<file path="src/rtl/mmio_kbd_io_pkg.sv">
// Shared definitions for the keyboard/LED MMIO peripheral: register offsets,
// CTRL/STATUS bit positions and the packed scancode FIFO entry.
package mmio_kbd_pkg;

  // Word offsets inside the 32-byte register window
  localparam logic [2:0] OFF_LED    = 3'd0;
  localparam logic [2:0] OFF_SHIFT  = 3'd1;
  localparam logic [2:0] OFF_STATUS = 3'd2;
  localparam logic [2:0] OFF_DATA   = 3'd3;
  localparam logic [2:0] OFF_CTRL   = 3'd4;
  localparam logic [2:0] OFF_IE     = 3'd5;

  // CTRL write bits
  localparam int CTRL_FLUSH_BIT   = 0;
  localparam int CTRL_CLR_OVF_BIT = 1;

  // STATUS read fields
  localparam int ST_NOT_EMPTY_BIT = 0;
  localparam int ST_FULL_BIT      = 1;
  localparam int ST_OVF_BIT       = 2;
  localparam int ST_COUNT_LSB     = 8;
  localparam int ST_COUNT_W       = 9;

  // The code field is sized for the widest supported scancode; narrower
  // codes are zero-extended so the DATA word layout never changes.
  localparam int KEY_W_MAX = 16;

  typedef struct packed {
    logic [2:0]           shift;
    logic [KEY_W_MAX-1:0] code;
  } kbd_entry_t;

  // DATA register layout: shift in [18:16], code in [15:0]
  function automatic logic [31:0] entry_to_word(input kbd_entry_t e);
    return {13'b0, e.shift, e.code};
  endfunction

endpackage

</file>
<file path="src/rtl/mmio_kbd_io_if.sv">
// CPU data-bus interface seen by the keyboard/LED peripheral.
// master = CPU side, slave = peripheral side.
interface mmio_kbd_io_if;
  logic        MemWrite;
  logic        MemRead;
  logic [31:0] dataAddr;
  logic [31:0] WriteData;
  logic [31:0] ReadData;

  modport master (
    output MemWrite,
    output MemRead,
    output dataAddr,
    output WriteData,
    input  ReadData
  );

  modport slave (
    input  MemWrite,
    input  MemRead,
    input  dataAddr,
    input  WriteData,
    output ReadData
  );
endinterface

</file>
<file path="src/rtl/mmio_kbd_io_sync_fifo.sv">
// Single-clock FIFO with first-word-fall-through head, synchronous flush
// and occupancy count. Push while full is accepted only when a pop frees a
// slot in the same cycle; pop while empty is ignored; flush overrides both.
module sync_fifo #(
  parameter  int WIDTH = 8,
  parameter  int DEPTH = 8,
  localparam int AW    = $clog2(DEPTH)
) (
  input  logic             clk,
  input  logic             rst,
  input  logic             push,
  input  logic             pop,
  input  logic             flush,
  input  logic [WIDTH-1:0] wdata,
  output logic [WIDTH-1:0] rdata,
  output logic             full,
  output logic             empty,
  output logic [AW:0]      count
);

  localparam logic [AW-1:0] PTR_ONE  = AW'(1);
  localparam logic [AW:0]   CNT_ONE  = (AW+1)'(1);
  localparam logic [AW:0]   CNT_FULL = (AW+1)'(DEPTH);

  logic [WIDTH-1:0] mem_q [DEPTH];
  logic [AW-1:0]    wr_ptr_q, wr_ptr_d;
  logic [AW-1:0]    rd_ptr_q, rd_ptr_d;
  logic [AW:0]      count_q, count_d;
  logic             do_push, do_pop;

  assign empty = (count_q == '0);
  assign full  = (count_q == CNT_FULL);
  assign count = count_q;
  assign rdata = mem_q[rd_ptr_q];

  // Next pointer/count state; a pop in the same cycle makes room for a push
  always_comb begin
    do_pop   = pop & ~empty & ~flush;
    do_push  = push & ~flush & (~full | do_pop);
    wr_ptr_d = wr_ptr_q;
    rd_ptr_d = rd_ptr_q;
    count_d  = count_q;
    if (flush) begin
      wr_ptr_d = '0;
      rd_ptr_d = '0;
      count_d  = '0;
    end else begin
      if (do_push) wr_ptr_d = wr_ptr_q + PTR_ONE;
      if (do_pop)  rd_ptr_d = rd_ptr_q + PTR_ONE;
      case ({do_push, do_pop})
        2'b10:   count_d = count_q + CNT_ONE;
        2'b01:   count_d = count_q - CNT_ONE;
        default: count_d = count_q;
      endcase
    end
  end

  // Control state: pointers and count, cleared by reset
  always_ff @(posedge clk) begin
    if (rst) begin
      wr_ptr_q <= '0;
      rd_ptr_q <= '0;
      count_q  <= '0;
    end else begin
      wr_ptr_q <= wr_ptr_d;
      rd_ptr_q <= rd_ptr_d;
      count_q  <= count_d;
    end
  end

  // Storage array; contents are only meaningful below count, so no reset
  always_ff @(posedge clk) begin
    if (do_push) mem_q[wr_ptr_q] <= wdata;
  end

endmodule

</file>
<file path="src/rtl/mmio_kbd_io.sv">
// Memory-mapped keyboard/LED peripheral: LED register, live shift status,
// buffered scancode FIFO with read-to-pop and sticky overflow flag.
// Optional feature macro: MMIO_KBD_IRQ_EN adds the IE register (offset 5)
// and the registered irq output.
module mmio_kbd_io
  import mmio_kbd_pkg::*;
#(
  parameter logic [31:0] BASE_ADDR  = 32'h0000_0400,
  parameter int          LED_W      = 12,
  parameter int          KEY_W      = 8,
  parameter int          FIFO_DEPTH = 8
) (
  input  logic             clk_pix,
  input  logic             rst,
  mmio_kbd_io_if.slave     bus,
  input  logic [KEY_W-1:0] keyCode,
  input  logic             dataReady,
  input  logic [2:0]       shift,
  output logic [LED_W-1:0] led
`ifdef MMIO_KBD_IRQ_EN
  ,
  output logic             irq
`endif
);

  localparam int CNT_W = $clog2(FIFO_DEPTH) + 1;

  logic             hit;
  logic [2:0]       off;
  logic             led_we, ctrl_we;
  logic             flush, clr_ovf;
  logic             push_req, pop_req, ovf_event;
  logic [LED_W-1:0] led_q, led_d;
  logic             dr_q, dr_d;
  logic             armed_q, armed_d;
  logic             ovf_q, ovf_d;
  kbd_entry_t       new_entry;
  kbd_entry_t       head;
  logic             fifo_full, fifo_empty;
  logic [CNT_W-1:0] fifo_count;
  logic [31:0]      rdata;
  logic             unused_bits;

  assign unused_bits = ^{bus.dataAddr[1:0], bus.WriteData};

  // Address decode and bus-side strobes
  always_comb begin
    hit     = (bus.dataAddr[31:5] == BASE_ADDR[31:5]);
    off     = bus.dataAddr[4:2];
    led_we  = bus.MemWrite & hit & (off == OFF_LED);
    ctrl_we = bus.MemWrite & hit & (off == OFF_CTRL);
    flush   = ctrl_we & bus.WriteData[CTRL_FLUSH_BIT];
    clr_ovf = ctrl_we & bus.WriteData[CTRL_CLR_OVF_BIT];
    pop_req = bus.MemRead & hit & (off == OFF_DATA) & ~fifo_empty;
  end

  // Keyboard edge detect; armed_q blocks a push until dataReady has been
  // seen low once after reset, so a level held through reset is not a key
  always_comb begin
    dr_d            = dataReady;
    armed_d         = armed_q | ~dataReady;
    push_req        = dataReady & ~dr_q & armed_q;
    new_entry.shift = shift;
    new_entry.code  = KEY_W_MAX'(keyCode);
    ovf_event       = push_req & fifo_full & ~pop_req & ~flush;
  end

  // LED register and sticky overflow; overflow set beats clear
  always_comb begin
    led_d = led_q;
    if (led_we) led_d = bus.WriteData[LED_W-1:0];
    ovf_d = ovf_q;
    if (clr_ovf)   ovf_d = 1'b0;
    if (ovf_event) ovf_d = 1'b1;
  end

  // Control state registers
  always_ff @(posedge clk_pix) begin
    if (rst) begin
      led_q   <= '0;
      dr_q    <= 1'b0;
      armed_q <= 1'b0;
      ovf_q   <= 1'b0;
    end else begin
      led_q   <= led_d;
      dr_q    <= dr_d;
      armed_q <= armed_d;
      ovf_q   <= ovf_d;
    end
  end

  assign led = led_q;

  sync_fifo #(
    .WIDTH ($bits(kbd_entry_t)),
    .DEPTH (FIFO_DEPTH)
  ) u_fifo (
    .clk   (clk_pix),
    .rst   (rst),
    .push  (push_req),
    .pop   (pop_req),
    .flush (flush),
    .wdata (new_entry),
    .rdata (head),
    .full  (fifo_full),
    .empty (fifo_empty),
    .count (fifo_count)
  );

`ifdef MMIO_KBD_IRQ_EN
  logic ie_q, ie_d;
  logic irq_q, irq_d;

  // Interrupt enable register and registered interrupt request
  always_comb begin
    ie_d = ie_q;
    if (bus.MemWrite & hit & (off == OFF_IE)) ie_d = bus.WriteData[0];
    irq_d = (~fifo_empty | ovf_q) & ie_q;
  end

  // Interrupt state registers
  always_ff @(posedge clk_pix) begin
    if (rst) begin
      ie_q  <= 1'b0;
      irq_q <= 1'b0;
    end else begin
      ie_q  <= ie_d;
      irq_q <= irq_d;
    end
  end

  assign irq = irq_q;
`endif

  // Combinational read mux; DATA shows the pre-pop head in the pop cycle
  always_comb begin
    rdata = '0;
    if (hit) begin
      case (off)
        OFF_LED:    rdata = 32'(led_q);
        OFF_SHIFT:  rdata = 32'(shift);
        OFF_STATUS: begin
          rdata[ST_NOT_EMPTY_BIT]               = ~fifo_empty;
          rdata[ST_FULL_BIT]                    = fifo_full;
          rdata[ST_OVF_BIT]                     = ovf_q;
          rdata[ST_COUNT_LSB +: ST_COUNT_W]     = ST_COUNT_W'(fifo_count);
        end
        OFF_DATA: begin
          if (!fifo_empty) rdata = entry_to_word(head);
        end
`ifdef MMIO_KBD_IRQ_EN
        OFF_IE:     rdata = 32'(ie_q);
`endif
        default:    rdata = '0;
      endcase
    end
  end

  assign bus.ReadData = rdata;

endmodule
</file>
<file path="src/flat_wrapper.sv">
// flat-port wrapper written by rule: the top's interface ports become plain ports
module mmio_kbd_io_flat import mmio_kbd_pkg::*;
#(
  parameter logic [31:0] BASE_ADDR  = 32'h0000_0400,
  parameter int          LED_W      = 12,
  parameter int          KEY_W      = 8,
  parameter int          FIFO_DEPTH = 8
)
  (clk_pix, rst, keyCode, dataReady, shift, led, bus_MemWrite, bus_MemRead, bus_dataAddr, bus_WriteData, bus_ReadData);
  mmio_kbd_io_if bus_i ();
  input  logic clk_pix;
  input  logic rst;
  input  logic [KEY_W-1:0] keyCode;
  input  logic dataReady;
  input  logic [2:0] shift;
  output logic [LED_W-1:0] led;
  input wire logic [$bits(bus_i.MemWrite)-1:0] bus_MemWrite;
  input wire logic [$bits(bus_i.MemRead)-1:0] bus_MemRead;
  input wire logic [$bits(bus_i.dataAddr)-1:0] bus_dataAddr;
  input wire logic [$bits(bus_i.WriteData)-1:0] bus_WriteData;
  output wire logic [$bits(bus_i.ReadData)-1:0] bus_ReadData;
  assign bus_i.MemWrite = bus_MemWrite;
  assign bus_i.MemRead = bus_MemRead;
  assign bus_i.dataAddr = bus_dataAddr;
  assign bus_i.WriteData = bus_WriteData;
  assign bus_ReadData = bus_i.ReadData;
  mmio_kbd_io #(.BASE_ADDR(BASE_ADDR), .LED_W(LED_W), .KEY_W(KEY_W), .FIFO_DEPTH(FIFO_DEPTH)) u_core (.clk_pix(clk_pix), .rst(rst), .bus(bus_i), .keyCode(keyCode), .dataReady(dataReady), .shift(shift), .led(led));
endmodule
</file>
<file path="config.mk">
export PLATFORM = sky130hd
export DESIGN_NAME = mmio_kbd_io_flat
export DESIGN_NICKNAME = d
export VERILOG_FILES = /design/src/rtl/mmio_kbd_io_pkg.sv /design/src/rtl/mmio_kbd_io_if.sv /design/src/rtl/mmio_kbd_io_sync_fifo.sv /design/src/rtl/mmio_kbd_io.sv /design/src/flat_wrapper.sv
export SDC_FILE = /design/constraint.sdc
export NUM_CORES = 1
export LEC_CHECK = 0
export BUFFER_PORTS_ARGS = -buffer_cell sky130_fd_sc_hd__buf_4
export CAP_MARGIN = 20
export CORE_MARGIN = 5
export CORE_UTILIZATION = 54
export CTS_BUF_LIST = sky130_fd_sc_hd__clkbuf_4 sky130_fd_sc_hd__clkbuf_8 sky130_fd_sc_hd__clkbuf_16
export CTS_CLUSTER_DIAMETER = 200
export CTS_CLUSTER_SIZE = 8
export DETAILED_ROUTE_END_ITERATION = 8
export PLACE_DENSITY = 0.9
export RECOVER_POWER = 50
export SYNTH_ARGS = -nofsm -noshare
export SYNTH_HDL_FRONTEND = slang
export SYNTH_SLANG_ARGS = --single-unit
</file>
<file path="constraint.sdc">
create_clock -name clk_pix -period 3.5 [get_ports clk_pix]
set_input_delay 0.525 -clock clk_pix [delete_from_list [all_inputs] [get_ports clk_pix]]
set_output_delay 0.525 -clock clk_pix [all_outputs]
set_load 0.1 [all_outputs]
</file>
==> impl_metrics.json <==
{
  "path_clk_slew_ns": 0.06,
  "synth-edff-count": 88,
  "start_util_pct": 55.9,
  "grt_usage_pct": 23.1,
  "critPathRequiredTime_ns": 2.97,
  "setup_viol": 0,
  "grt_max_degree": 17,
  "via_per_inst": 5.88,
  "critPathKind": "reg2out",
  "run_status": "completed",
  "synthFlopType": "edfxtp_1",
  "hold_viol_final": 0,
  "critical_path.max_fanout": 8,
  "yosysMostFrequentCell": "edfxtp_1",
  "final_area_um2": 6440,
  "place.gp.congestion": 0.778,
  "cts.path.max_buffers": 2,
  "yosysWarnings": 0,
  "synth.top_cells.by_area": "edfxtp_1 (51%), dfxtp_1 (11%), mux4_2 (9.5%), mux2i_1 (5.8%), buf_4 (2.5%)",
  "max_cap_violations": 0,
  "synth_area_um2": 5190,
  "dpl.hpwl_um": 8270,
  "whs_path_depth": 2,
  "wl_per_cell_um": 21.8,
  "drive_gt1_share_pct": 34.5,
  "hold_buffers": 0,
  "synthCells": 341,
  "rows": 35,
  "die_w_um": 108,
  "cts_max_level": 4,
  "reg2reg_depth": 10,
  "io_pins": 124,
  "power.density_nw_per_um2": 505,
  "insertion_delay_ns": 0.51,
  "synth_top_area_share_pct": 50.9,
  "r2r_slack_ns": 0.77,
  "cp-start-kind": "flop",
  "power.internal_mw": 2.53,
  "period_minus_slack_ns": 3.25,
  "drtIter0Drc": 331,
  "drtPass1Iterations": 5,
  "vias": 3469,
  "ys_seq_area_share_pct": 61.7,
  "synth-seq-cells": 116,
  "placed_cells": 558,
  "area_growth_pct": 24.1,
  "switchingPower_mw": 0.722,
  "rsz0062_at_grt": "no",
  "seqPwrFrac_pct": 46.1,
  "grt_pass1_vias": 3585,
  "avgSynthCellArea_um2": 15.2,
  "gr-total-overflow": 0,
  "port_buffers": 84,
  "period_share_pct": 92.9,
  "synth_cell_type_count": 51,
  "cp-end-kind": "primary output",
  "num_antenna_cells": 0,
  "die_area_um2": 11700,
  "skew_ns": 0.00739,
  "clock_sink_count": 116,
  "drc": 0,
  "cts_tree": "done",
  "clock.fmax_mhz": 308,
  "synthTopCellsByCount": "edfxtp_1 (88), nor2_1 (34), mux2i_1 (30)",
  "die_y_um": 108,
  "finalMaxSlewViolations": 0,
  "final_antenna_net_count": 0,
  "min_path_type": "in2reg",
  "leakage_nw": 2.25,
  "max-slew-margin-rel_pct": 21.6,
  "worst_slew_pin_slew_ns": 1.18,
  "antenna_found_initial": 1,
  "stdcell_count": 590,
  "grt_pass1_wl_um": 19600,
  "combPwrFrac_pct": 6.3,
  "cts_root_buf": "clkbuf_8",
  "post_dp_cell_area_um2": 6020,
  "cts_inserted_buffers": 17,
  "ir_drop_mv": 0.262,
  "async_flop_share_pct": 0,
  "switching_share_pct": 22.2,
  "critPathArrivalTime_ns": 2.73,
  "layout.nets": 533,
  "yosys.area.top_type": "edfxtp_1",
  "finalWirelength_um": 12800,
  "power_frac_clock_pct": 47.6,
  "core_um2": 9280
}
==> per-layer routing <==
layer	track usage [%]	wire, um
met1	26.0	4610
met2	40.9	6750
met3	6.87	1070
met4	9.83	396
met5	0	13
==> logic make-up after synthesis <==
| group | Yosys count | share of synthesized area, % |
|---|---|---|
| AND/OR/NAND/NOR | 96 | 11.7 |
| buffers and inverters | 37 | 4.12 |
| AO/OA/AOI/OAI | 23 | 3.38 |
| other | 1 | 0.0723 |
| multiplexers | 60 | 17.1 |
| flip-flops | 116 | 61.7 |
| adder cells (fa/ha/maj) | 5 | 1.35 |
| XOR/XNOR | 3 | 0.506 |
==> worst max-delay path, cell delays in order (launching register included) <==
cell	delay (ns)
dfxtp_2	0.49
buf_4	0.27
mux4_2	0.53
mux2i_1	0.32
a21oi_1	0.12
a21oi_1	0.17
nor3_1	0.06
buf_4	0.23
==> metrics by stage <==
stage	worst slack [ns]	utilization, %	total power [mW]	hold WS [ns]	TNS, ns
after detailed placement	0.387	64.8	1.73	0.479	0
after global placement	0.434	64.8	1.73	0.459	0
final	0.250	69.4	3.25	0.217	0
after floorplan	-0.686	-	1.66	0.445	-2.06
after global routing	0.141	69.4	3.35	0.204	0
after CTS	0.0323	70.7	3.27	0.199	0
==> final timing paths <==
path                                              from                     end
worst min-delay path                         dataReady          u_core.armed_q
worst min register to register          u_core.armed_q          u_core.armed_q
worst max register to register  u_core.u_fifo.count[3]  u_core.u_fifo.count[3]
worst max-delay path                              flop         bus_ReadData[0]
==> repair_timing <==
item | in CTS | in global routing
resized for setup | 0 | 1
buffers inserted | 0 | 0
setup endpoints to repair | 0 | 1
==> flip-flops by register name (all words and copies together), names as in the netlist, named ones only <==
signal and count:
u_core.ovf_q 1, u_core.dr_q 1, u_core.armed_q 1, u_core.u_fifo.count 4, u_core.u_fifo.rd_ptr_q 3, u_core.u_fifo.wr_ptr_q 3, u_core.led 12, u_core.u_fifo.mem_q 88
==> power groups by stage <==
stage	logic [mW]	registers, mW	clock network (mW)
CTS	0.211	1.50	1.56
finish	0.206	1.50	1.55
global placement	0.203	1.52	0
global route	0.216	1.50	1.64
detailed placement	0.208	1.52	0
floorplan	0.143	1.52	0
==> layout by cell type, fill, tap and decap left out, types with 2 or more instances in the layout <==
master      count
a21o_1          2
a21oi_1         5
a22oi_1         5
buf_4          75
clkbuf_1       26
clkbuf_16      16
clkbuf_4        5
clkbuf_8        2
clkinv_1        2
clkinv_2        3
clkinvlp_4      3
conb_1         17
dfxtp_1        27
edfxtp_1       88
ha_1            4
inv_1           7
mux2_2          7
mux2i_1        30
mux4_2         22
nand2_1        16
nand2b_1        4
nand3_1         2
nand4_1         2
nor2_1         27
nor2_2          7
nor3_1         11
nor4_1          3
nor4_2          3
nor4_4          3
nor4b_2         4
o21ai_0         2
or3_1           4
or4_1           2
xnor2_1         3
==> area by class of cell <==
class	count	area (um^2)
Sequential cell	116	3200
Fill cell	600	2840
Multi-Input combinational cell	204	1840
Timing Repair Buffer	102	668
Clock buffer	22	458
Tap cell	129	161
Clock inverter	10	83.8
Inverter	7	26.3
Note: power is estimated with default switching activity, not from simulation.
